[src/rtl/bpu_ras_ctrl.sv]
// ---------------------------------------------------------------------------
// bpu_ras_ctrl
//   Control block between the fetch-side branch predictor and a return
//   address stack (RAS). Calls push their link address (pc+2 or pc+4),
//   returns pop the top of stack and present it as a one-beat prediction.
//   A combined call+return (e.g. a co-routine swap) pops in the accept cycle
//   and pushes the captured link in the following cycle, so the stack never
//   sees a push and a pop together.
//
// Ports
//   clk_i, rst_n_i        clock, asynchronous active-low reset
//   req_valid_i/ready_o   control-flow request handshake
//   req_pc_i              PC of the call/return instruction
//   req_call_i/ret_i      instruction class (both may be set)
//   req_rvc_i             16-bit compressed encoding (link = pc+2)
//   pred_valid_o/ready_i  return prediction handshake
//   pred_target_o/hit_o   predicted target, and whether the stack was non-empty
//   flush_i               pipeline redirect; cancels everything in flight
//   ras_push_o/pdata_o    push strobe and link data to the stack
//   ras_pop_o             pop strobe to the stack
//   ras_rdata_i           stack top-of-stack data
//   ras_empty_i/full_i    stack status
//   ovf_o                 one-cycle pulse after a push into a full stack
// ---------------------------------------------------------------------------
module bpu_ras_ctrl #(
   parameter int ADDR_WIDTH = 32
) (
   input  logic                  clk_i,
   input  logic                  rst_n_i,
   input  logic                  req_valid_i,
   output logic                  req_ready_o,
   input  logic [ADDR_WIDTH-1:0] req_pc_i,
   input  logic                  req_call_i,
   input  logic                  req_ret_i,
   input  logic                  req_rvc_i,
   output logic                  pred_valid_o,
   input  logic                  pred_ready_i,
   output logic [ADDR_WIDTH-1:0] pred_target_o,
   output logic                  pred_hit_o,
   input  logic                  flush_i,
   output logic                  ras_push_o,
   output logic [ADDR_WIDTH-1:0] ras_pdata_o,
   output logic                  ras_pop_o,
   input  logic [ADDR_WIDTH-1:0] ras_rdata_i,
   input  logic                  ras_empty_i,
   input  logic                  ras_full_i,
   output logic                  ovf_o
);

   typedef enum logic [0:0] {
      IDLE      = 1'b0,
      PUSH_PEND = 1'b1
   } state_t;

   localparam logic [ADDR_WIDTH-1:0] STEP_RVC = ADDR_WIDTH'(3'd2);
   localparam logic [ADDR_WIDTH-1:0] STEP_STD = ADDR_WIDTH'(3'd4);
   localparam logic [ADDR_WIDTH-1:0] ZERO     = {ADDR_WIDTH{1'b0}};

   state_t                  state_r;
   state_t                  state_nxt_s;
   logic                    pred_valid_r;
   logic [ADDR_WIDTH-1:0]   pred_target_r;
   logic                    pred_hit_r;
   logic [ADDR_WIDTH-1:0]   pend_link_r;
   logic                    ovf_r;

   logic                    ready_s;
   logic                    accept_s;
   logic                    call_ret_s;
   logic [ADDR_WIDTH-1:0]   link_s;
   logic                    push_s;
   logic                    pop_s;
   logic [ADDR_WIDTH-1:0]   pdata_s;

   // A request is only taken when no push is pending, no flush is active and
   // the prediction slot is free or retiring this cycle (back-to-back beats).
   assign ready_s    = (state_r == IDLE) & ~flush_i & (~pred_valid_r | pred_ready_i);
   assign accept_s   = req_valid_i & ready_s;
   assign call_ret_s = req_call_i & req_ret_i;

   // Link address wraps at 2^ADDR_WIDTH; the carry out is intentionally lost.
   assign link_s = req_pc_i + (req_rvc_i ? STEP_RVC : STEP_STD);

   // Stack strobes and FSM next state.
   always_comb begin
      push_s      = 1'b0;
      pop_s       = 1'b0;
      pdata_s     = link_s;
      state_nxt_s = state_r;
      case (state_r)
         IDLE: begin
            if (accept_s) begin
               // A combined call+return defers its push by one cycle.
               push_s = req_call_i & ~req_ret_i;
               pop_s  = req_ret_i & ~ras_empty_i;
               if (call_ret_s) begin
                  state_nxt_s = PUSH_PEND;
               end else begin
                  state_nxt_s = IDLE;
               end
            end else begin
               state_nxt_s = IDLE;
            end
         end
         PUSH_PEND: begin
            // Flush drops the deferred push; accept_s is already low here.
            push_s      = ~flush_i;
            pdata_s     = pend_link_r;
            state_nxt_s = IDLE;
         end
         default: begin
            state_nxt_s = IDLE;
         end
      endcase
   end

   // FSM state register.
   always_ff @(posedge clk_i or negedge rst_n_i) begin
      if (!rst_n_i) begin
         state_r <= IDLE;
      end else begin
         state_r <= state_nxt_s;
      end
   end

   // Deferred link for call+return; cleared by flush so nothing stale survives.
   always_ff @(posedge clk_i or negedge rst_n_i) begin
      if (!rst_n_i) begin
         pend_link_r <= ZERO;
      end else if (flush_i) begin
         pend_link_r <= ZERO;
      end else if (accept_s && call_ret_s) begin
         pend_link_r <= link_s;
      end
   end

   // Prediction beat: a new return load has priority over retirement, which
   // lets a retiring beat be replaced in the same cycle.
   always_ff @(posedge clk_i or negedge rst_n_i) begin
      if (!rst_n_i) begin
         pred_valid_r  <= 1'b0;
         pred_target_r <= ZERO;
         pred_hit_r    <= 1'b0;
      end else if (flush_i) begin
         pred_valid_r  <= 1'b0;
      end else if (accept_s && req_ret_i) begin
         pred_valid_r  <= 1'b1;
         pred_target_r <= ras_empty_i ? ZERO : ras_rdata_i;
         pred_hit_r    <= ~ras_empty_i;
      end else if (pred_valid_r && pred_ready_i) begin
         pred_valid_r  <= 1'b0;
      end
   end

   // Overflow pulse one cycle after a push into a full stack.
   always_ff @(posedge clk_i or negedge rst_n_i) begin
      if (!rst_n_i) begin
         ovf_r <= 1'b0;
      end else begin
         ovf_r <= push_s & ras_full_i;
      end
   end

   assign req_ready_o   = ready_s;
   assign ras_push_o    = push_s;
   assign ras_pop_o     = pop_s;
   assign ras_pdata_o   = pdata_s;
   assign pred_valid_o  = pred_valid_r;
   assign pred_target_o = pred_target_r;
   assign pred_hit_o    = pred_hit_r;
   assign ovf_o         = ovf_r;

endmodule

[config.mk]
export PLATFORM = sky130hd
export DESIGN_NAME = bpu_ras_ctrl
export DESIGN_NICKNAME = d
export VERILOG_FILES = /design/src/rtl/bpu_ras_ctrl.sv
export SDC_FILE = /design/constraint.sdc
export NUM_CORES = 1
export LEC_CHECK = 0
export CORE_MARGIN = 4
export CORE_UTILIZATION = 33
export CTS_CLUSTER_DIAMETER = 200
export CTS_CLUSTER_SIZE = 24
export DETAILED_ROUTE_END_ITERATION = 12
export PLACE_DENSITY = 0.59
export SYNTH_ARGS = -nofsm -noshare
export SYNTH_HDL_FRONTEND = slang
export SYNTH_SLANG_ARGS = --single-unit
[constraint.sdc]
create_clock -name clk_i -period 3.8 [get_ports clk_i]
set_clock_uncertainty 0.2 [all_clocks]
set_input_delay 0.76 -clock clk_i [delete_from_list [all_inputs] [get_ports clk_i]]
set_output_delay 0.76 -clock clk_i [all_outputs]
set_load 0.03 [all_outputs]
==> results.md <==
- The run finished with clean final reports.
- sky130_fd_sc_hd__dfrtp_1 takes more of the synthesized area than any other cell.
- The peak supply drop is 0.1847 mV.
- The count of final max-slew check failures was 0.
- The setup path with the least slack is of type in -> out.
- The remaining number of nets flagged by the antenna check after routing is 0.
- At the worst endpoint, the required time is 2.84 ns.
- The number of nets in the synthesized netlist is 464.
- The routed design has 11,220 um of wire.
- Across the run, the number of max-cap violations was 0.
- The register clock-pin slew on the reported worst setup and hold paths is ~0.06 ns.
- The signal on the critical path passes through clkdlybuf4s50_1 -> nand3_1 -> nor4_4 -> buf_12 -> nand4_1 -> xnor2_1 -> mux2_2 -> buf_4.
- Before CTS, the worst setup slack after placement is -0.2643 ns.
- TritonCTS built the clock tree.
- The power per unit of standard cell area is just under 400 nW/um^2.
- Synthesis produced 387 cells.
- In this run the cell area measured after placement is between 5000 and 6000 um^2.
- The post-layout instance count excluding filler cells is 701.
- The wire length of the first global-routing pass is 17,800 um.
- Setup slack closes at 0.1247 ns.
- Dividing the synthesized area by the synthesized cell count gives between 9 and 10 um^2.
- Detailed placement ended at an HPWL of 7785 um.
- The number of hold-slack violations in the final timing report is 0.
- In the final layout, the share of cells above drive strength 1 is a little under a quarter.
- The effective utilization at floorplan is 33.69%.
- In the synthesized netlist the async set-or-reset flop fraction comes to between 90% and 100%.
- For this run, the leading register cell type out of synthesis is sky130_fd_sc_hd__dfrtp_1.
- For this design, the sink count on the clock tree is between 60 and 70.
- The number of warnings issued by yosys is 0.
- Ranked by total cell area, the synthesized netlist is headed by sky130_fd_sc_hd__dfrtp_1, sky130_fd_sc_hd__mux2_2, sky130_fd_sc_hd__and3b_1, sky130_fd_sc_hd__xnor2_1, sky130_fd_sc_hd__nand2b_1.
- The standard cell core area is between 10,000 and 15,000 um^2.
- For the pin with the worst max-slew slack, the measured transition is 0.7564 ns.
- The number of antenna violations at the first check in global routing came to 0.
- The final route contains between 3,000 and 4,000 vias.
- The count of unresolved DRC violations after routing is 0.
- The detailed-routing iteration count for the pre-antenna-repair pass is 4.
- The pin count of the biggest net entering global routing is between 60 and 70.
- The arrival time of data at the critical path endpoint is 2.72 ns.
- The final global-route overflow total is 0.
- The worst register-to-register path has a setup slack of 1.59 ns.
- The horizontal die dimension is 116.0 um.
- The antenna diode count is 0.
- After synthesis the cells add up to 3847 um^2.
- In this run the deepest clock path goes through 2 buffers.
- The worst pin sits at a relative slew slack of 49.57%.
- The final critical delay including setup and external delays is between 3 and 4 ns.
- The height of the chip is between 100 and 150 um.
- The count of input and output buffers is 143.
- Static timing analysis puts the maximum clock frequency at 272.1 MHz.
- The slowest stage of the critical path belongs to the cell sky130_fd_sc_hd__clkdlybuf4s50_1.
- The count of nets after finishing is 630.
- The first routing iteration left ~140 violations.
- The area growth from synthesis to layout is 55.38%.
- Counting flops with a built-in enable in the synthesized netlist gives 0.
- Clock latency on the worst-skew pair, taken at its later pin, is 0.32 ns.
- The total I/O pin count is roughly 140.
- STA classifies the critical path startpoint as a primary input.
- The number of clock buffers added by TritonCTS is 9.
- The maximum cell stage delay along the critical path is approximately 0.5 ns.
- Including well taps, the total number of placed cells is 679.
- The leakage component of the power is between 0.002 and 0.003 uW.
- After detailed routing, the number of vias per cell comes to 4.789.
- STA classifies the critical path endpoint as a primary output.
- The worst hold slack is 0.2758 ns.
- The via count of the first global-routing pass is 3,404.
- After detailed routing, the average wire length per cell comes to between 15 and 20 um.
- Of the available clock period, the critical path in the final layout requires 96.72%.
- Yosys mapped the design onto 33 distinct sky130hd cell types.
- The H-tree depth reported by CTS is 3.
- The weighted congestion at the end of routability-driven global placement is slightly above 0.8.
- Along the worst path, the maximum fanout reaches 14.
- The final count of negative-setup-slack endpoints is 0.
- The total global routing track utilization is 16.87%.
- The cell row count is 39.
- Setup repair after global routing left no endpoint under its margin.
- The final design area excluding fillers is 5978 um^2.
- The share of synthesized area in the top cell type comes to 44.23%.
- Summing the sequential cell areas from Yosys gives 44.23% of the chip area.
- The class of the tightest hold or removal check is reg -> reg.
- The tree is rooted in a sky130_fd_sc_hd__clkbuf_16.
- The sum of negative setup slack is 0 ns.
- The die covers about 13,000 um^2.
- In this run, synthesis produced a sequential element count of 68.
==> worst max-delay path, delay by kind of cell <==
family	cells	cell delay, ns
buffers and inverters	3	0.85
AND/OR/NAND/NOR	3	0.65
multiplexers	1	0.27
XOR/XNOR	1	0.18
==> synthesized netlist by cell type, drive strengths merged (4+ instances only) <==
library cell	instances
nand4	13
xnor2	26
inv	7
a21o	30
dfrtp	68
mux2	29
clkbuf	20
o21ai	40
nand2	40
nor2	4
and3b	29
nand2b	34
nand3	16
and3	5
==> cells by family after synthesis <==
family | count (synthesis) | share of synthesized area (%)
buffers and inverters | 30 | 3.187
and+or+nand+nor | 157 | 25.07
muxes | 29 | 8.488
xor gates and xnor gates | 29 | 6.602
AOI/OAI and AO/OA | 71 | 11.25
adders and majority gates | 3 | 1.171
DFF | 68 | 44.23
==> state kept, by name, summed over array words and instances, names as in the netlist <==
register and cells:
pred_target_o 32, pend_link_r 32, ovf_o 1, state_r 1
pred_hit_o 1, pred_valid_o 1
==> cells in the final DEF (no fill, tap or decap), types with 6 or more instances in the layout <==
cell,netlist,routed
sky130_fd_sc_hd__a21o_1,28,28
sky130_fd_sc_hd__dfrtp_1,68,68
sky130_fd_sc_hd__buf_4,0,62
sky130_fd_sc_hd__xnor2_1,26,24
sky130_fd_sc_hd__nand4_1,12,12
sky130_fd_sc_hd__mux2_2,29,28
sky130_fd_sc_hd__nand2b_1,34,34
sky130_fd_sc_hd__nand2_1,40,40
sky130_fd_sc_hd__and3b_1,29,29
sky130_fd_sc_hd__inv_1,7,6
sky130_fd_sc_hd__nand3_1,16,14
sky130_fd_sc_hd__o21ai_0,40,40
sky130_fd_sc_hd__clkdlybuf4s50_1,0,105
sky130_fd_sc_hd__clkbuf_16,0,9
==> final timing paths <==
path / start / to / cells past startpoint
setup / recovery: req_pc_i[12] / ras_pdata_o[28] / 8
min in group asynchronous: rst_n_i / pend_link_r[17] / 1
hold reg to reg: pred_target_o[27] / pred_target_o[27] / 2
setup reg to reg: state_r / pend_link_r[17] / 6
max in group asynchronous: rst_n_i / pend_link_r[5] / 2
hold / removal: pred_target_o[27] / pred_target_o[27] / 2
==> repair_timing <==
item                       in CTS  in global routing
hold endpoints to repair        0                  0
gates resized for setup        17                  5
pin swaps                       8                  5
setup endpoints to repair      25                 11
hold buffers                    0                  0
buffers inserted                5                  1
==> per-layer routing <==
layer / track usage (%) / vias to the layer above / routed length (um)
met2: 25.51 / 116 / 4857
met1: 22.35 / 1559 / 4988
met5: 0 / - / 0
li1: - / 1674 / -
met4: 3.867 / 0 / 86
met3: 7.520 / 8 / 1287
==> final cells by class <==
cell class / instances / area, um^2
flip-flops and latches: 68 / 1702
repair buffers: 178 / 1659
clock buffers: 10 / 239.0
clock inverters: 6 / 86.33
well taps: 143 / 178.9
multi-input cells: 289 / 2087
fillers: 1060 / 5440
inverters: 7 / 26.28
==> metrics by stage <==
step | total power (uW) | util, %
3_5_place_dp | 1448 | 48.47
2_1_floorplan | 1133 | -
6_report | 2353 | 52.36
3_3_place_gp | 1445 | 48.47
5_1_grt | 2467 | 52.36
4_1_cts | 2389 | 52.19
==> power by group <==
part           internal [uW]  switching (uW)  leakage, uW
Clock                    592             318     0.000159
Sequential               788            33.5     0.000914
Combinational            287             333      0.00188
(Power assumes the default switching activity.)
